### src/rtl/cpu_pkg.sv
`default_nettype none
// ============================================================================
// cpu_pkg : shared encodings for the multicycle RV32I control path
// Revision : 1.0 - initial release
// ============================================================================
package cpu_pkg;

  typedef enum logic [3:0] {
    S_FETCH     = 4'd0,
    S_DECODE    = 4'd1,
    S_MEMADR    = 4'd2,
    S_MEMREAD   = 4'd3,
    S_MEMWB     = 4'd4,
    S_MEMWRITE  = 4'd5,
    S_EXECUTER  = 4'd6,
    S_EXECUTEI  = 4'd7,
    S_ALUWB     = 4'd8,
    S_BRANCH    = 4'd9,
    S_JAL       = 4'd10,
    S_JALR      = 4'd11,
    S_JALR_LINK = 4'd12,
    S_LUI       = 4'd13,
    S_AUIPC     = 4'd14,
    S_TRAP      = 4'd15
  } state_t;

  // Selects how the ALU operation is chosen in the current state
  typedef enum logic [2:0] {
    ALU_CLS_ADD   = 3'd0,
    ALU_CLS_SUB   = 3'd1,
    ALU_CLS_PASSB = 3'd2,
    ALU_CLS_RTYPE = 3'd3,
    ALU_CLS_ITYPE = 3'd4
  } alu_class_t;

  localparam logic [3:0] ALU_ADD   = 4'b0000;
  localparam logic [3:0] ALU_SUB   = 4'b0001;
  localparam logic [3:0] ALU_AND   = 4'b0010;
  localparam logic [3:0] ALU_OR    = 4'b0011;
  localparam logic [3:0] ALU_XOR   = 4'b0100;
  localparam logic [3:0] ALU_SLT   = 4'b0101;
  localparam logic [3:0] ALU_SLTU  = 4'b0110;
  localparam logic [3:0] ALU_SLL   = 4'b0111;
  localparam logic [3:0] ALU_SRL   = 4'b1000;
  localparam logic [3:0] ALU_SRA   = 4'b1001;
  localparam logic [3:0] ALU_PASSB = 4'b1010;

  localparam logic [2:0] IMM_I = 3'b000;
  localparam logic [2:0] IMM_S = 3'b001;
  localparam logic [2:0] IMM_B = 3'b010;
  localparam logic [2:0] IMM_J = 3'b011;
  localparam logic [2:0] IMM_U = 3'b100;

  localparam logic [1:0] SRCA_PC    = 2'b00;
  localparam logic [1:0] SRCA_OLDPC = 2'b01;
  localparam logic [1:0] SRCA_RD1   = 2'b10;

  localparam logic [1:0] SRCB_RD2  = 2'b00;
  localparam logic [1:0] SRCB_IMM  = 2'b01;
  localparam logic [1:0] SRCB_FOUR = 2'b10;

  localparam logic [1:0] RES_ALUREG = 2'b00;
  localparam logic [1:0] RES_LOAD   = 2'b01;
  localparam logic [1:0] RES_ALU    = 2'b10;

  localparam logic [6:0] OP_LOAD   = 7'b0000011;
  localparam logic [6:0] OP_STORE  = 7'b0100011;
  localparam logic [6:0] OP_RTYPE  = 7'b0110011;
  localparam logic [6:0] OP_ITYPE  = 7'b0010011;
  localparam logic [6:0] OP_BRANCH = 7'b1100011;
  localparam logic [6:0] OP_JAL    = 7'b1101111;
  localparam logic [6:0] OP_JALR   = 7'b1100111;
  localparam logic [6:0] OP_LUI    = 7'b0110111;
  localparam logic [6:0] OP_AUIPC  = 7'b0010111;

  // Branch outcome from the flags of rs1 - rs2; carry set means rs1 >= rs2 unsigned
  function automatic logic branch_taken(input logic [2:0] funct3, input logic zero,
                                        input logic carry, input logic sign,
                                        input logic overflow);
    logic taken;
    case (funct3)
      3'b000:  taken = zero;
      3'b001:  taken = !zero;
      3'b100:  taken = sign ^ overflow;
      3'b101:  taken = !(sign ^ overflow);
      3'b110:  taken = !carry;
      3'b111:  taken = carry;
      default: taken = 1'b0;
    endcase
    return taken;
  endfunction

endpackage
`default_nettype wire

### src/rtl/multicycle_control_if.sv
`default_nettype none
// ============================================================================
// multicycle_control_if : instruction fields / ALU flags in, datapath strobes out
// Revision : 1.0 - initial release
// ============================================================================
interface multicycle_control_if;
  logic [6:0] opcode;
  logic [2:0] funct3;
  logic       funct7b5;
  logic       zero;
  logic       carry;
  logic       sign;
  logic       overflow;
  logic       pc_write;
  logic       adr_src;
  logic       mem_write;
  logic       ir_write;
  logic [1:0] result_src;
  logic [1:0] alu_src_a;
  logic [1:0] alu_src_b;
  logic [3:0] alu_control;
  logic [2:0] imm_src;
  logic       reg_write;
  logic       instr_retired;
  logic       illegal;
  logic [3:0] state;

  modport master (
    input  opcode, funct3, funct7b5, zero, carry, sign, overflow,
    output pc_write, adr_src, mem_write, ir_write, result_src, alu_src_a,
           alu_src_b, alu_control, imm_src, reg_write, instr_retired, illegal, state
  );

  modport slave (
    output opcode, funct3, funct7b5, zero, carry, sign, overflow,
    input  pc_write, adr_src, mem_write, ir_write, result_src, alu_src_a,
           alu_src_b, alu_control, imm_src, reg_write, instr_retired, illegal, state
  );
endinterface
`default_nettype wire

### src/rtl/multicycle_control_alu_decoder.sv
`default_nettype none
// ============================================================================
// alu_decoder : maps {state class, funct3, funct7b5} to the ALU operation
// Revision : 1.0 - initial release
// ============================================================================
module alu_decoder
  import cpu_pkg::*;
(
  input  alu_class_t i_alu_class,
  input  logic [2:0] i_funct3,
  input  logic       i_funct7b5,
  output logic [3:0] o_alu_control
);

  logic alt_w;

  always_comb begin
    o_alu_control = ALU_ADD;
    alt_w         = 1'b0;
    case (i_alu_class)
      ALU_CLS_SUB:   o_alu_control = ALU_SUB;
      ALU_CLS_PASSB: o_alu_control = ALU_PASSB;
      ALU_CLS_RTYPE, ALU_CLS_ITYPE: begin
        // Immediate forms have no SUB; funct7b5 only distinguishes SRAI from SRLI
        alt_w = (i_alu_class == ALU_CLS_RTYPE) ? i_funct7b5
                                               : (i_funct7b5 && (i_funct3 == 3'b101));
        case (i_funct3)
          3'b000:  o_alu_control = alt_w ? ALU_SUB : ALU_ADD;
          3'b001:  o_alu_control = ALU_SLL;
          3'b010:  o_alu_control = ALU_SLT;
          3'b011:  o_alu_control = ALU_SLTU;
          3'b100:  o_alu_control = ALU_XOR;
          3'b101:  o_alu_control = alt_w ? ALU_SRA : ALU_SRL;
          3'b110:  o_alu_control = ALU_OR;
          default: o_alu_control = ALU_AND;
        endcase
      end
      default:       o_alu_control = ALU_ADD;
    endcase
  end

endmodule
`default_nettype wire

### src/rtl/multicycle_control.sv
`default_nettype none
// ============================================================================
// multicycle_control : Moore control FSM sequencing the multicycle RV32I datapath
// Revision : 1.0 - initial release
// ============================================================================
module multicycle_control
  import cpu_pkg::*;
(
  input  logic                 clk,
  input  logic                 reset,
  multicycle_control_if.master bus
);

  state_t     state_q, state_d;
  logic       active_q, active_d;
  logic       retired_q, retired_d;
  logic       illegal_q, illegal_d;
  alu_class_t alu_class_w;
  logic [3:0] alu_ctrl_w;

  // active_q keeps strobes low until the first edge after reset release
  always_ff @(posedge clk or negedge reset) begin
    if (!reset) begin
      state_q   <= S_FETCH;
      active_q  <= 1'b0;
      retired_q <= 1'b0;
      illegal_q <= 1'b0;
    end else begin
      state_q   <= state_d;
      active_q  <= active_d;
      retired_q <= retired_d;
      illegal_q <= illegal_d;
    end
  end

  always_comb begin
    state_d  = state_q;
    active_d = 1'b1;
    if (active_q) begin
      case (state_q)
        S_FETCH:  state_d = S_DECODE;
        S_DECODE: begin
          case (bus.opcode)
            OP_LOAD, OP_STORE: state_d = S_MEMADR;
            OP_RTYPE:          state_d = S_EXECUTER;
            OP_ITYPE:          state_d = S_EXECUTEI;
            OP_BRANCH:         state_d = (bus.funct3[2:1] == 2'b01) ? S_TRAP : S_BRANCH;
            OP_JAL:            state_d = S_JAL;
            OP_JALR:           state_d = S_JALR;
            OP_LUI:            state_d = S_LUI;
            OP_AUIPC:          state_d = S_AUIPC;
            default:           state_d = S_TRAP;
          endcase
        end
        S_MEMADR:    state_d = (bus.opcode == OP_STORE) ? S_MEMWRITE : S_MEMREAD;
        S_MEMREAD:   state_d = S_MEMWB;
        S_MEMWB:     state_d = S_FETCH;
        S_MEMWRITE:  state_d = S_FETCH;
        S_EXECUTER:  state_d = S_ALUWB;
        S_EXECUTEI:  state_d = S_ALUWB;
        S_ALUWB:     state_d = S_FETCH;
        S_BRANCH:    state_d = S_FETCH;
        S_JAL:       state_d = S_ALUWB;
        S_JALR:      state_d = S_JALR_LINK;
        S_JALR_LINK: state_d = S_ALUWB;
        S_LUI:       state_d = S_ALUWB;
        S_AUIPC:     state_d = S_ALUWB;
        default:     state_d = S_TRAP;
      endcase
    end
    retired_d = active_q && (state_d == S_FETCH) && (state_q != S_FETCH);
    illegal_d = illegal_q || (active_q && (state_d == S_TRAP));
  end

  always_comb begin
    bus.pc_write   = 1'b0;
    bus.adr_src    = 1'b0;
    bus.mem_write  = 1'b0;
    bus.ir_write   = 1'b0;
    bus.result_src = RES_ALUREG;
    bus.alu_src_a  = SRCA_PC;
    bus.alu_src_b  = SRCB_RD2;
    bus.imm_src    = IMM_I;
    bus.reg_write  = 1'b0;
    alu_class_w    = ALU_CLS_ADD;
    if (active_q) begin
      case (state_q)
        S_FETCH: begin
          bus.ir_write   = 1'b1;
          bus.alu_src_b  = SRCB_FOUR;
          bus.result_src = RES_ALU;
          bus.pc_write   = 1'b1;
        end
        S_DECODE: begin
          bus.alu_src_a = SRCA_OLDPC;
          bus.alu_src_b = SRCB_IMM;
          bus.imm_src   = (bus.opcode == OP_JAL) ? IMM_J : IMM_B;
        end
        S_MEMADR: begin
          bus.alu_src_a = SRCA_RD1;
          bus.alu_src_b = SRCB_IMM;
          bus.imm_src   = (bus.opcode == OP_STORE) ? IMM_S : IMM_I;
        end
        S_MEMREAD:  bus.adr_src = 1'b1;
        S_MEMWB: begin
          bus.result_src = RES_LOAD;
          bus.reg_write  = 1'b1;
        end
        S_MEMWRITE: begin
          bus.adr_src   = 1'b1;
          bus.mem_write = 1'b1;
        end
        S_EXECUTER: begin
          bus.alu_src_a = SRCA_RD1;
          alu_class_w   = ALU_CLS_RTYPE;
        end
        S_EXECUTEI: begin
          bus.alu_src_a = SRCA_RD1;
          bus.alu_src_b = SRCB_IMM;
          alu_class_w   = ALU_CLS_ITYPE;
        end
        S_ALUWB:    bus.reg_write = 1'b1;
        S_BRANCH: begin
          bus.alu_src_a = SRCA_RD1;
          alu_class_w   = ALU_CLS_SUB;
          bus.pc_write  = branch_taken(bus.funct3, bus.zero, bus.carry, bus.sign,
                                       bus.overflow);
        end
        S_JAL, S_JALR_LINK: begin
          // PC takes the target latched in alu_reg while the ALU forms old_pc + 4
          bus.alu_src_a = SRCA_OLDPC;
          bus.alu_src_b = SRCB_FOUR;
          bus.pc_write  = 1'b1;
        end
        S_JALR: begin
          bus.alu_src_a = SRCA_RD1;
          bus.alu_src_b = SRCB_IMM;
        end
        S_LUI: begin
          bus.alu_src_b = SRCB_IMM;
          bus.imm_src   = IMM_U;
          alu_class_w   = ALU_CLS_PASSB;
        end
        S_AUIPC: begin
          bus.alu_src_a = SRCA_OLDPC;
          bus.alu_src_b = SRCB_IMM;
          bus.imm_src   = IMM_U;
        end
        default: ;
      endcase
    end
  end

  alu_decoder u_alu_decoder (
    .i_alu_class   (alu_class_w),
    .i_funct3      (bus.funct3),
    .i_funct7b5    (bus.funct7b5),
    .o_alu_control (alu_ctrl_w)
  );

  assign bus.alu_control   = alu_ctrl_w;
  assign bus.instr_retired = retired_q;
  assign bus.illegal       = illegal_q;
  assign bus.state         = state_q;

endmodule
`default_nettype wire
### src/flat_wrapper.sv
// flat-port wrapper written by rule: the top's interface ports become plain ports
module multicycle_control_flat import cpu_pkg::*;
  (clk, reset, bus_opcode, bus_funct3, bus_funct7b5, bus_zero, bus_carry, bus_sign, bus_overflow, bus_pc_write, bus_adr_src, bus_mem_write, bus_ir_write, bus_result_src, bus_alu_src_a, bus_alu_src_b, bus_alu_control, bus_imm_src, bus_reg_write, bus_instr_retired, bus_illegal, bus_state);
  multicycle_control_if bus_i ();
  input  logic clk;
  input  logic reset;
  input wire logic [$bits(bus_i.opcode)-1:0] bus_opcode;
  input wire logic [$bits(bus_i.funct3)-1:0] bus_funct3;
  input wire logic [$bits(bus_i.funct7b5)-1:0] bus_funct7b5;
  input wire logic [$bits(bus_i.zero)-1:0] bus_zero;
  input wire logic [$bits(bus_i.carry)-1:0] bus_carry;
  input wire logic [$bits(bus_i.sign)-1:0] bus_sign;
  input wire logic [$bits(bus_i.overflow)-1:0] bus_overflow;
  output wire logic [$bits(bus_i.pc_write)-1:0] bus_pc_write;
  output wire logic [$bits(bus_i.adr_src)-1:0] bus_adr_src;
  output wire logic [$bits(bus_i.mem_write)-1:0] bus_mem_write;
  output wire logic [$bits(bus_i.ir_write)-1:0] bus_ir_write;
  output wire logic [$bits(bus_i.result_src)-1:0] bus_result_src;
  output wire logic [$bits(bus_i.alu_src_a)-1:0] bus_alu_src_a;
  output wire logic [$bits(bus_i.alu_src_b)-1:0] bus_alu_src_b;
  output wire logic [$bits(bus_i.alu_control)-1:0] bus_alu_control;
  output wire logic [$bits(bus_i.imm_src)-1:0] bus_imm_src;
  output wire logic [$bits(bus_i.reg_write)-1:0] bus_reg_write;
  output wire logic [$bits(bus_i.instr_retired)-1:0] bus_instr_retired;
  output wire logic [$bits(bus_i.illegal)-1:0] bus_illegal;
  output wire logic [$bits(bus_i.state)-1:0] bus_state;
  assign bus_i.opcode = bus_opcode;
  assign bus_i.funct3 = bus_funct3;
  assign bus_i.funct7b5 = bus_funct7b5;
  assign bus_i.zero = bus_zero;
  assign bus_i.carry = bus_carry;
  assign bus_i.sign = bus_sign;
  assign bus_i.overflow = bus_overflow;
  assign bus_pc_write = bus_i.pc_write;
  assign bus_adr_src = bus_i.adr_src;
  assign bus_mem_write = bus_i.mem_write;
  assign bus_ir_write = bus_i.ir_write;
  assign bus_result_src = bus_i.result_src;
  assign bus_alu_src_a = bus_i.alu_src_a;
  assign bus_alu_src_b = bus_i.alu_src_b;
  assign bus_alu_control = bus_i.alu_control;
  assign bus_imm_src = bus_i.imm_src;
  assign bus_reg_write = bus_i.reg_write;
  assign bus_instr_retired = bus_i.instr_retired;
  assign bus_illegal = bus_i.illegal;
  assign bus_state = bus_i.state;
  multicycle_control u_core (.clk(clk), .reset(reset), .bus(bus_i));
endmodule
### config.mk
export PLATFORM = sky130hd
export DESIGN_NAME = multicycle_control_flat
export DESIGN_NICKNAME = d
export VERILOG_FILES = /design/src/rtl/cpu_pkg.sv /design/src/rtl/multicycle_control_if.sv /design/src/rtl/multicycle_control_alu_decoder.sv /design/src/rtl/multicycle_control.sv /design/src/flat_wrapper.sv
export SDC_FILE = /design/constraint.sdc
export NUM_CORES = 1
export LEC_CHECK = 0
export CORE_AREA = 2 2 56 58
export DETAILED_ROUTE_END_ITERATION = 10
export DIE_AREA = 0 0 58 60
export GPL_TIMING_DRIVEN = 0
export PLACE_DENSITY = 0.82
export SYNTH_ARGS = -nofsm -noshare
export SYNTH_HDL_FRONTEND = slang
export SYNTH_HIERARCHICAL = 1
export SYNTH_SLANG_ARGS = --single-unit
### constraint.sdc
create_clock -name clk -period 2.25 [get_ports clk]
set_clock_uncertainty 0.1 [all_clocks]
set_input_delay 0.675 -clock clk [delete_from_list [all_inputs] [get_ports clk]]
set_output_delay 0.675 -clock clk [all_outputs]
set_load 0.02 [all_outputs]
==> impl_metrics.ini, run 1 <==
[logic_synthesis]
ys_seq_area_share_pct = 15.87
synth_top_cell_area_share_pct = 15.87
asyncSetResetFlopFracSynth_pct = 100.0
netlist.top_cell.by_area = dfrtp_1
syn_avg_cell_area_um2 = 7.611
synthesis.nets = 162
combinational_family_with_the_most_area_after_synthesis = simple AND/OR/NAND/NOR gates
dominantRegCellSynth = dfrtp_1
ys_ff_latch = 7
yosys.cell_types.count = 58
synthAdderAreaFrac_pct = 0
yosys_warnings = 6
synth_compound_area_share_pct = 28.57
synth_enable_flop_cells = 0
muxShareOfSynthArea_pct = 1.814
synthSimpleGateAreaFrac_pct = 41.84
xor_and_xnor_fraction_of_the_mapped_netlist_area_pct = 3.968
syn-instance-count = 145
yosys-top-cells-area = dfrtp_1, nor2_1, nand2_1
syn_area_um2 = 1104

[worst_hold_path]
worst_hold_path.num_cells = 1
timing.hold.worst.class = flop to flop
holdPathEnd = u_core/bus.illegal
launch_point_of_the_worst_hold_path = u_core/bus.illegal

[worst_setup_path]
rrSetupSlack_ps = 60
critPathBufInv = 2
critical_path_class = flop to primary output
r2r-end = u_core/bus.illegal
most_repeated_library_cell_on_the_critical_path = buf_6
cp_max_fo = 5
worst_reg2reg_startpoint = u_core/bus.state[3]
timing.reg2reg.worst_path_depth = 7
cp_data_required_time_ps = 1470
worst_path_dominant_cell_family = simple AND/OR/NAND/NOR gates
cpMaxStageDelayCell = dfrtp_2
setup.worst_path.start_class = flop
crit_chain = buf_6, nand2b_4, o22ai_2, and3_4, nand2_4, a211oi_4, o32ai_4, buf_6
cpPeakStageDelay_ps = 420
worstSetupEndpointType = primary output
crit_arrival_ps = 1870

[final_layout]
area_occupied_by_registers_um2 = 180.2
final_cell_area_um2 = 2076
final_cells = 241
multiInputGateArea_um2 = 1187
layout-drive-gt1-share_pct = 59.62
antennaDiodeCount = 0
utilization_pct = 71.51
layout.nets = 226
fill_cells = 218
areaGrowthSynthToFinish_pct = 88.10

[clocking]
clk_root_buffer_cell = clkbuf_4
cts_tree = done
cts-buffers-inserted = 3
clkLatencyLatePin_ps = 240
clock_sinks = 7
cts-htree-levels = 1
clk_path_buf_depth = 2
clkSlewWorstSetupHoldPaths_ps = 50
cts-hold-fix-buffers = 0

[sta]
fmax_mhz = 377.4
final_hold_violations = 0
min_period_ps = 2650
max_slew_violation_count = 0
report.final.setup_viol = 11
final.setup.tns_ps = -2652
period_share_pct = 117.8
grt_setup_unrepaired = true
finalWorstSetupSlack_ps = -399.6

[drt]
drtIter0Drc = 57
route.vias.total = 1390
wl_mm = 4.091
avgRoutedWirePerCell_um = 16.98
post_drt_via_cell_ratio = 5.768
final_antenna_net_count = 0
remaining_drc_errors = 0
firstDrtPassIters = 4

[die]
floorplan.die_area_um2 = 3480
boundaryPins = 41
fp.dieH_um = 60
row_count = 20
initial_utilization_pct = 38.02
fp.dieW_um = 58
core-area_um2 = 2903

[place]
numPortBuffers = 40
dp_hpwl_mm = 2.557
dpl_cell_area_um2 = 1678
gp_congestion = 0.8555
dpl.cell_count = 218

[grt]
groute.usage.overall_pct = 21.42
globalRoute.totalOverflow = 0
via_count_of_the_first_global_routing_pass = 1271
pin_count_of_the_biggest_net_entering_global_routing = 11
grt_antenna_before_repair = 0
grt_pass1_wl_mm = 5.851

[run_status]
violated_checks = setup timing
result_of_the_run = finished, violations left

[pwr]
power_leakage_nw = 0.9087
design_power_total_w = 0.002248
power.density_cell_area_nw_per_um2 = 1083
ir_drop_uv = 1004

[run]
maxCapViolCount = 0
[cells in the final DEF, fill, tap and decap left out, types with 4 or more instances in the layout]
master            n
a21o_1            5
a21oi_1           5
buf_2             7
buf_4            18
buf_6            19
clkbuf_2          5
clkdlybuf4s50_1   7
dfrtp_2           4
nand2_1           8
nand2_2           4
nand2b_4          6
nand3b_1          5
nor2_1           10
nor2_4            6
or3_4             4
[synthesized netlist by cell type, types with 3 or more instances]
library cell / n
nor2b_1: 3
a21o_1: 5
nand2b_1: 9
nor2_1: 18
o21ai_0: 5
buf_6: 3
nand3_1: 3
xor2_1: 3
dfrtp_1: 7
a21oi_1: 7
nand2_1: 15
nand3b_1: 5
[timing repair]
action / CTS / global route
pin swaps: 18 / 19
setup endpoints to repair: 22 / 20
resized for setup: 161 / 47
buffers inserted: 13 / 6
[power by group]
part / switching (W) / internal [W] / total, W
Clock: 0.0000430 / 0.0000675 / 0.000110
Combinational: 0.000959 / 0.000957 / 0.00192
Sequential: 0.0000406 / 0.000181 / 0.000222
Total: 0.00104 / 0.00121 / 0.00225
[sequential cells by signal, summed over array words and instances (netlist names)]
signal / cells
u_core/bus.illegal: 1
u_core/active_q: 1
u_core/bus.instr_retired: 1
u_core/bus.state: 4
[worst max-delay path by stage]
stage,startpoint,endpoint,cells past startpoint
floorplan,u_core/bus.state[0],bus_pc_write,6
global placement,bus_funct3[2],bus_pc_write,6
detailed placement,bus_funct3[2],bus_pc_write,6
CTS,u_core/bus.state[3],bus_alu_control[0],8
global route,u_core/bus.state[0],bus_alu_control[0],7
finish,u_core/bus.state[3],bus_alu_control[0],8
[area by class of cell]
class	count	area share (%)
plain buffers	8	5.606
clock buffers	4	1.266
inverters	2	0.6028
multi-input cells	128	57.20
flip-flops and latches	7	8.680
well taps	33	1.989
repair buffers	59	24.65
[cells by family after synthesis]
kind of cell / after synthesis
buf+inv: 10
mux: 2
other cells: 1
simple gates: 79
compound gates: 41
xor+xnor: 5
flops: 7
[routing by layer]
metal | global-route usage [%] | wire length (um) | up-vias | share of wire (%)
met4 | 3.654 | 18 | 0 | 0.44
li1 | - | - | 661 | -
met3 | 2.381 | 180 | 4 | 4.4
met5 | 0 | 0 | - | 0
met2 | 38.96 | 2231 | 45 | 55
met1 | 27.56 | 1660 | 680 | 41
[metrics by stage]
step           hold WS, ps  worst slack, ps
3_5_place_dp         361.1            -1285
5_1_grt              397.7           -478.6
2_1_floorplan        279.4           -102.5
3_3_place_gp         353.2            -1298
6_report             378.2           -399.6
4_1_cts              372.1           -438.4
Note: power is estimated with default switching activity, not from simulation.
==> run 2, diff against run 1 <==
ABC_CLOCK_PERIOD_IN_PS = 2250   (was unset)
==> results of run 2 <==
Same layout as run 1: the final DEF is identical, and so are final timing and power.
